### src/rtl/alu_pkg.sv
// Shared definitions for the registered multi-cycle ALU: opcode map,
// controller states and the opcode legality check.
package alu_pkg;

  localparam logic [3:0] OP_AND = 4'd0;
  localparam logic [3:0] OP_OR  = 4'd1;
  localparam logic [3:0] OP_XOR = 4'd2;
  localparam logic [3:0] OP_NOR = 4'd3;
  localparam logic [3:0] OP_ADD = 4'd5;
  localparam logic [3:0] OP_SUB = 4'd6;
  localparam logic [3:0] OP_SLT = 4'd7;
  localparam logic [3:0] OP_SRL = 4'd8;
  localparam logic [3:0] OP_SLL = 4'd9;
  localparam logic [3:0] OP_SRA = 4'd10;
  localparam logic [3:0] OP_MUL = 4'd11;

  typedef enum logic [1:0] {IDLE, RUN, HOLD} state_t;

  // Opcode 4 is a hole in the map; everything above MUL is reserved too.
  function automatic logic op_is_valid(input logic [3:0] op);
    return (op <= OP_MUL) && (op != 4'd4);
  endfunction

endpackage

### src/rtl/alu_mul_iter.sv
// Iterative unsigned shift-add multiplier: one partial product per clock,
// N clocks per product, result presented combinationally on the done cycle.
module alu_mul_iter
  import alu_pkg::*;
#(
  parameter int N = 32
) (
  input  logic           clk,
  input  logic           rst_n,
  input  logic           start,
  input  logic [N-1:0]   X,
  input  logic [N-1:0]   Y,
  output logic           done,
  output logic [2*N-1:0] prod
);

  localparam int CW = $clog2(N);

  logic           busy;
  logic [CW-1:0]  cnt;
  logic [2*N-1:0] acc;
  logic [2*N-1:0] mcand;
  logic [N-1:0]   mplier;
  logic [2*N-1:0] acc_next;

  // prod is the accumulator after this cycle's step, so it carries the full
  // product during the done cycle and the caller can latch it on that edge.
  assign acc_next = mplier[0] ? (acc + mcand) : acc;
  assign done     = busy && (cnt == '0);
  assign prod     = acc_next;

  always_ff @(posedge clk or negedge rst_n) begin
    if (!rst_n) begin
      busy   <= 1'b0;
      cnt    <= '0;
      acc    <= '0;
      mcand  <= '0;
      mplier <= '0;
    end else if (start) begin
      busy   <= 1'b1;
      cnt    <= CW'(N - 1);
      acc    <= '0;
      mcand  <= {{N{1'b0}}, X};
      mplier <= Y;
    end else if (busy) begin
      acc    <= acc_next;
      mcand  <= mcand << 1;
      mplier <= mplier >> 1;
      if (done) busy <= 1'b0;
      else      cnt  <= cnt - 1'b1;
    end
  end

endmodule

### src/rtl/alu_mc.sv
// Registered N-bit MIPS ALU with valid/ready on both sides; single-cycle ops
// stream back-to-back, MUL runs the iterative multiplier for N clocks.
module alu_mc
  import alu_pkg::*;
#(
  parameter int N   = 32,
  parameter int SHW = $clog2(N)
) (
  input  logic         clk,
  input  logic         rst_n,
  input  logic         in_valid,
  output logic         in_ready,
  input  logic [N-1:0] X,
  input  logic [N-1:0] Y,
  input  logic [3:0]   op_code,
  output logic         out_valid,
  input  logic         out_ready,
  output logic [N-1:0] Z,
  output logic         overflow,
  output logic         equal,
  output logic         zero
);

  state_t state;

  logic signed [N-1:0] xs;
  logic signed [N-1:0] ys;
  logic [SHW-1:0]      sh;
  logic [N-1:0]        sum;
  logic [N-1:0]        diff;
  logic [N-1:0]        z_c;
  logic                ovf_c;
  logic                eq_c;
  logic                zero_c;
  logic                accept;
  logic                is_mul;
  logic                mul_start;
  logic                mul_done;
  logic [2*N-1:0]      mul_prod;
  logic                eq_pend;

  assign xs = $signed(X);
  assign ys = $signed(Y);
  assign sh = X[SHW-1:0];

  always_comb begin
    sum   = X + Y;
    diff  = X - Y;
    z_c   = '0;
    ovf_c = 1'b0;
    case (op_code)
      OP_AND: z_c = X & Y;
      OP_OR:  z_c = X | Y;
      OP_XOR: z_c = X ^ Y;
      OP_NOR: z_c = ~(X | Y);
      OP_ADD: begin
        z_c   = sum;
        ovf_c = (X[N-1] == Y[N-1]) && (sum[N-1] != X[N-1]);
      end
      OP_SUB: begin
        z_c   = diff;
        ovf_c = (X[N-1] != Y[N-1]) && (diff[N-1] != X[N-1]);
      end
      OP_SLT: z_c = {{(N-1){1'b0}}, (xs < ys)};
      OP_SRL: z_c = Y >> sh;
      OP_SLL: z_c = Y << sh;
      OP_SRA: z_c = $unsigned(ys >>> sh);
      default: z_c = '0;
    endcase
    // Reserved opcodes force every flag low, including zero despite Z == 0.
    eq_c   = op_is_valid(op_code) && (diff == '0);
    zero_c = op_is_valid(op_code) && (z_c == '0);
  end

  assign in_ready  = (state == IDLE) || ((state == HOLD) && out_ready);
  assign accept    = in_valid && in_ready;
  assign is_mul    = (op_code == OP_MUL);
  assign mul_start = accept && is_mul;

  alu_mul_iter #(.N(N)) u_mul (
    .clk   (clk),
    .rst_n (rst_n),
    .start (mul_start),
    .X     (X),
    .Y     (Y),
    .done  (mul_done),
    .prod  (mul_prod)
  );

  always_ff @(posedge clk or negedge rst_n) begin
    if (!rst_n) begin
      state     <= IDLE;
      out_valid <= 1'b0;
      Z         <= '0;
      overflow  <= 1'b0;
      equal     <= 1'b0;
      zero      <= 1'b0;
      eq_pend   <= 1'b0;
    end else begin
      case (state)
        IDLE, HOLD: begin
          if (state == HOLD && !out_ready) begin
            state <= HOLD;
          end else if (accept && is_mul) begin
            // equal is taken from the operands now; they are gone by done.
            state     <= RUN;
            out_valid <= 1'b0;
            eq_pend   <= (diff == '0);
          end else if (accept) begin
            state     <= HOLD;
            out_valid <= 1'b1;
            Z         <= z_c;
            overflow  <= ovf_c;
            equal     <= eq_c;
            zero      <= zero_c;
          end else begin
            state     <= IDLE;
            out_valid <= 1'b0;
          end
        end
        RUN: begin
          if (mul_done) begin
            state     <= HOLD;
            out_valid <= 1'b1;
            Z         <= mul_prod[N-1:0];
            overflow  <= (mul_prod[2*N-1:N] != '0);
            equal     <= eq_pend;
            zero      <= (mul_prod[N-1:0] == '0);
          end
        end
        default: begin
          state     <= IDLE;
          out_valid <= 1'b0;
        end
      endcase
    end
  end

endmodule

### config.mk
export PLATFORM = sky130hd
export DESIGN_NAME = alu_mc
export DESIGN_NICKNAME = d
export VERILOG_FILES = /design/src/rtl/alu_pkg.sv /design/src/rtl/alu_mul_iter.sv /design/src/rtl/alu_mc.sv
export SDC_FILE = /design/constraint.sdc
export NUM_CORES = 1
export LEC_CHECK = 0
export ABC_AREA = 1
export CORE_MARGIN = 2
export CORE_UTILIZATION = 30
export DETAILED_ROUTE_END_ITERATION = 10
export PLACE_DENSITY_LB_ADDON = 0.3
export REMOVE_ABC_BUFFERS = 1
export SYNTH_ARGS = -nofsm -noshare
export SYNTH_HDL_FRONTEND = slang
export SYNTH_HIERARCHICAL = 1
export SYNTH_SLANG_ARGS = --single-unit
### constraint.sdc
create_clock -name clk -period 9.1 [get_ports clk]
set_clock_uncertainty 0.2 [all_clocks]
set_input_delay 1.82 -clock clk [delete_from_list [all_inputs] [get_ports clk]]
set_output_delay 1.82 -clock clk [all_outputs]
set_load 0.01 [all_outputs]
==> results.ini <==
[route]
vias=30600
ant_nets=0
drt_iter0_drc=3104
drcViolationCount=0
viasPerCell=5.19
maxUsedRoutingLayer=met5
routed_wl_um=131000
wl_per_cell_um=22.1
wl_met2_um=58100
first_pass_iters=7
wl_met3_um=9670
wl_met1_um=56700

[yosys]
postSynthCellCount=4718
ys_types=53
synth_edf_count=0
async_flop_share_pct=100
syn_area_sq_um=26300
ys_ff_latch=205
yosysSeqAreaShare_pct=19.5
avgSynthCellArea_sq_um=5.58
ys_warn_count=6
synth_ff_type=dfrtp_1

[cells_and_area]
final_nets=4977
antenna_cells=0
layout-area-overhead-vs-synth_pct=11.4
n_fill_cell=9877
final_cell_area_sq_um=29300
drive_gt1_share_pct=4.95

[setup_path]
worstSetupStartpointType=input port
crit_fanout=40
critPathKind=input port to flop
required_ps=9300
cp-end-kind=flop
arrival_ps=6400
reg2reg_from=u_mul/mcand[0]$_DFFE_PN0P_
crit_path_start=op_code[0]

[timing]
hold_viol_final=0
relSlewSlack_pct=21.2
final_max_slew_viol_count=0
finalCritPeriodShare_pct=68.1
timing.final.crit_period_ps=6200
rsz0062_at_grt=no
fmax_ghz=0.161
setup_tns_ps=0
tightest_slew_ps=1170
finalSetupViolCount=0

[clock_tree]
hold_buffers=0
postCtsSetupBuffers=0
htreeDepth=1
insertion_delay_ps=560
cts_tree=built
ctsResizeCount=0
clockRootBuffer=clkbuf_16
clock-sinks=205
numCtsBuffers=24
cts.path.max_buffers=3
cts.reportedPaths.clkPinSlew_ps=60

[die]
dieHeight_um=300
dieWidth_um=300
core_sq_um=86900
pin_count=109
std_cell_rows=108
initial_core_util_pct=30.3
die_area_sq_um=90100

[placement]
dpl_cell_area_sq_um=28400
port_buffers=108
place_congestion=1.06
dp_hpwl_um=105000

[global_route]
grt_pass1_vias=28800
grt_max_degree=120
track_usage_pct=28.3
antenna_found_initial=3
grt_pass1_wl_um=191000
overflow=0

[run]
maxCapViolCount=0

[pwr]
p_leak_nw=16.0
vdd_ir_drop_max_uv=166
p_per_area_nw_per_um2=265
total_power_mw=7.76

[min_path]
hold_path_class=flop to flop
hold_start=overflow$_DFFE_PN0P_

[run_status]
status=finished clean

power by group:
group	switching, mW	leakage [nW]	internal, mW
Sequential	0.280	2.58	1.26
Combinational	3.51	13.0	1.59
Clock	0.453	0.417	0.661
sequential cells by signal (all words and copies together), names as in the netlist:
name	cells
equal	1
overflow	1
Z	32
u_mul/acc	64
u_mul/cnt	5
state	2
u_mul/mplier	32
out_valid	1
u_mul/busy	1
zero	1
u_mul/mcand	64
eq_pend	1
critical path, cell delays in order:
cell and delay, ps:
clkdlybuf4s50_1 600, nand2_1 160, nor2_1 600, inv_1 190, nor2_4 900, clkinv_1 1260
o22ai_1 770, a21oi_1 80
path summary, 6_finish.rpt:
| check | endpoint | slack [ps] | cells past startpoint |
|---|---|---|---|
| worst max-delay path | u_mul/mcand[1]$_DFFE_PN0P_ | 2900 | 8 |
| worst min-delay path | overflow$_DFFE_PN0P_ | 280 | 2 |
| worst max register to register | overflow$_DFFE_PN0P_ | 4110 | 18 |
| worst min register to register | overflow$_DFFE_PN0P_ | 280 | 2 |
| max in group asynchronous | u_mul/busy$_DFF_PN0_ | 6520 | 2 |
| min in group asynchronous | u_mul/mcand[51]$_DFFE_PN0P_ | 1010 | 1 |
stage by stage:
stage / worst slack, ps / hold slack, ps / util (%) / cells
global placement: 2480 / 269 / 32.7 / 5862
floorplan: 1800 / 258 / - / 4549
CTS: 3100 / 291 / 33.8 / 5906
detailed placement: 2530 / 273 / 32.7 / 5862
finish: 2900 / 280 / 33.8 / 5906
global route: 2790 / 309 / 33.8 / 5906
kinds of logic (layout without fill, tap and decap cells):
| group | Yosys count | count (layout) | share of synthesized area (%) |
|---|---|---|---|
| flops | 205 | 205 | 19.5 |
| buf+inv | 956 | 989 | 14.4 |
| simple gates | 2881 | 2881 | 46.1 |
| xor+xnor | 37 | 37 | 1.23 |
| fa+ha+maj | 172 | 172 | 8.26 |
| compound gates | 467 | 467 | 10.5 |
cell usage in the layout, fill, tap and decap left out, types with 6 or more instances in the layout:
cell,n
a21boi_0,11
o22ai_1,66
o211ai_1,18
o21ai_1,10
o21bai_1,11
o21ai_0,140
nand2_2,33
o221ai_1,26
ha_1,169
a22oi_1,7
nor4_1,16
xor2_1,19
nand3_1,565
o21ai_2,13
buf_4,49
and2_1,35
inv_2,14
nand3_2,12
xnor2_1,18
a21oi_1,138
inv_1,768
nor2_1,396
nand2_1,1678
dfrtp_1,204
nor3_1,39
or2_2,29
o21a_1,6
nor2_2,25
nand4_1,38
clkbuf_16,24
clkdlybuf4s50_1,104
per-layer routing:
| layer | vias to the layer above | global-route usage (%) |
|---|---|---|
| li1 | 14800 | - |
| met1 | 14300 | 38.4 |
| met2 | 1263 | 45.7 |
| met3 | 225 | 3.02 |
| met4 | 4 | 12.2 |
| met5 | - | 0 |
synth_stat cells (38+ instances only):
cell	number	share of area, %
nand2_1	1678	24
dfrtp_1	205	19
o22ai_1	66	1.6
nand4_1	38	0.90
clkbuf_1	66	0.94
inv_1	772	11
ha_1	169	8.0
nor2_1	401	5.7
nand3_1	565	11
o21ai_0	140	2.7
buf_2	73	1.4
nor3_1	39	0.74
a21oi_1	138	2.6
cell type report:
| cell class | count | area (sq um) | area share [%] |
|---|---|---|---|
| multi-input cells | 3557 | 17400 | 59.5 |
| inverters | 787 | 2960 | 10.1 |
| clock inverters | 14 | 238 | 0.811 |
| flip-flops and latches | 205 | 5130 | 17.5 |
| clock buffers | 30 | 653 | 2.23 |
| well taps | 1155 | 1450 | 4.93 |
| repair buffers | 158 | 1460 | 4.97 |
Note: power is estimated with default switching activity, not from simulation.
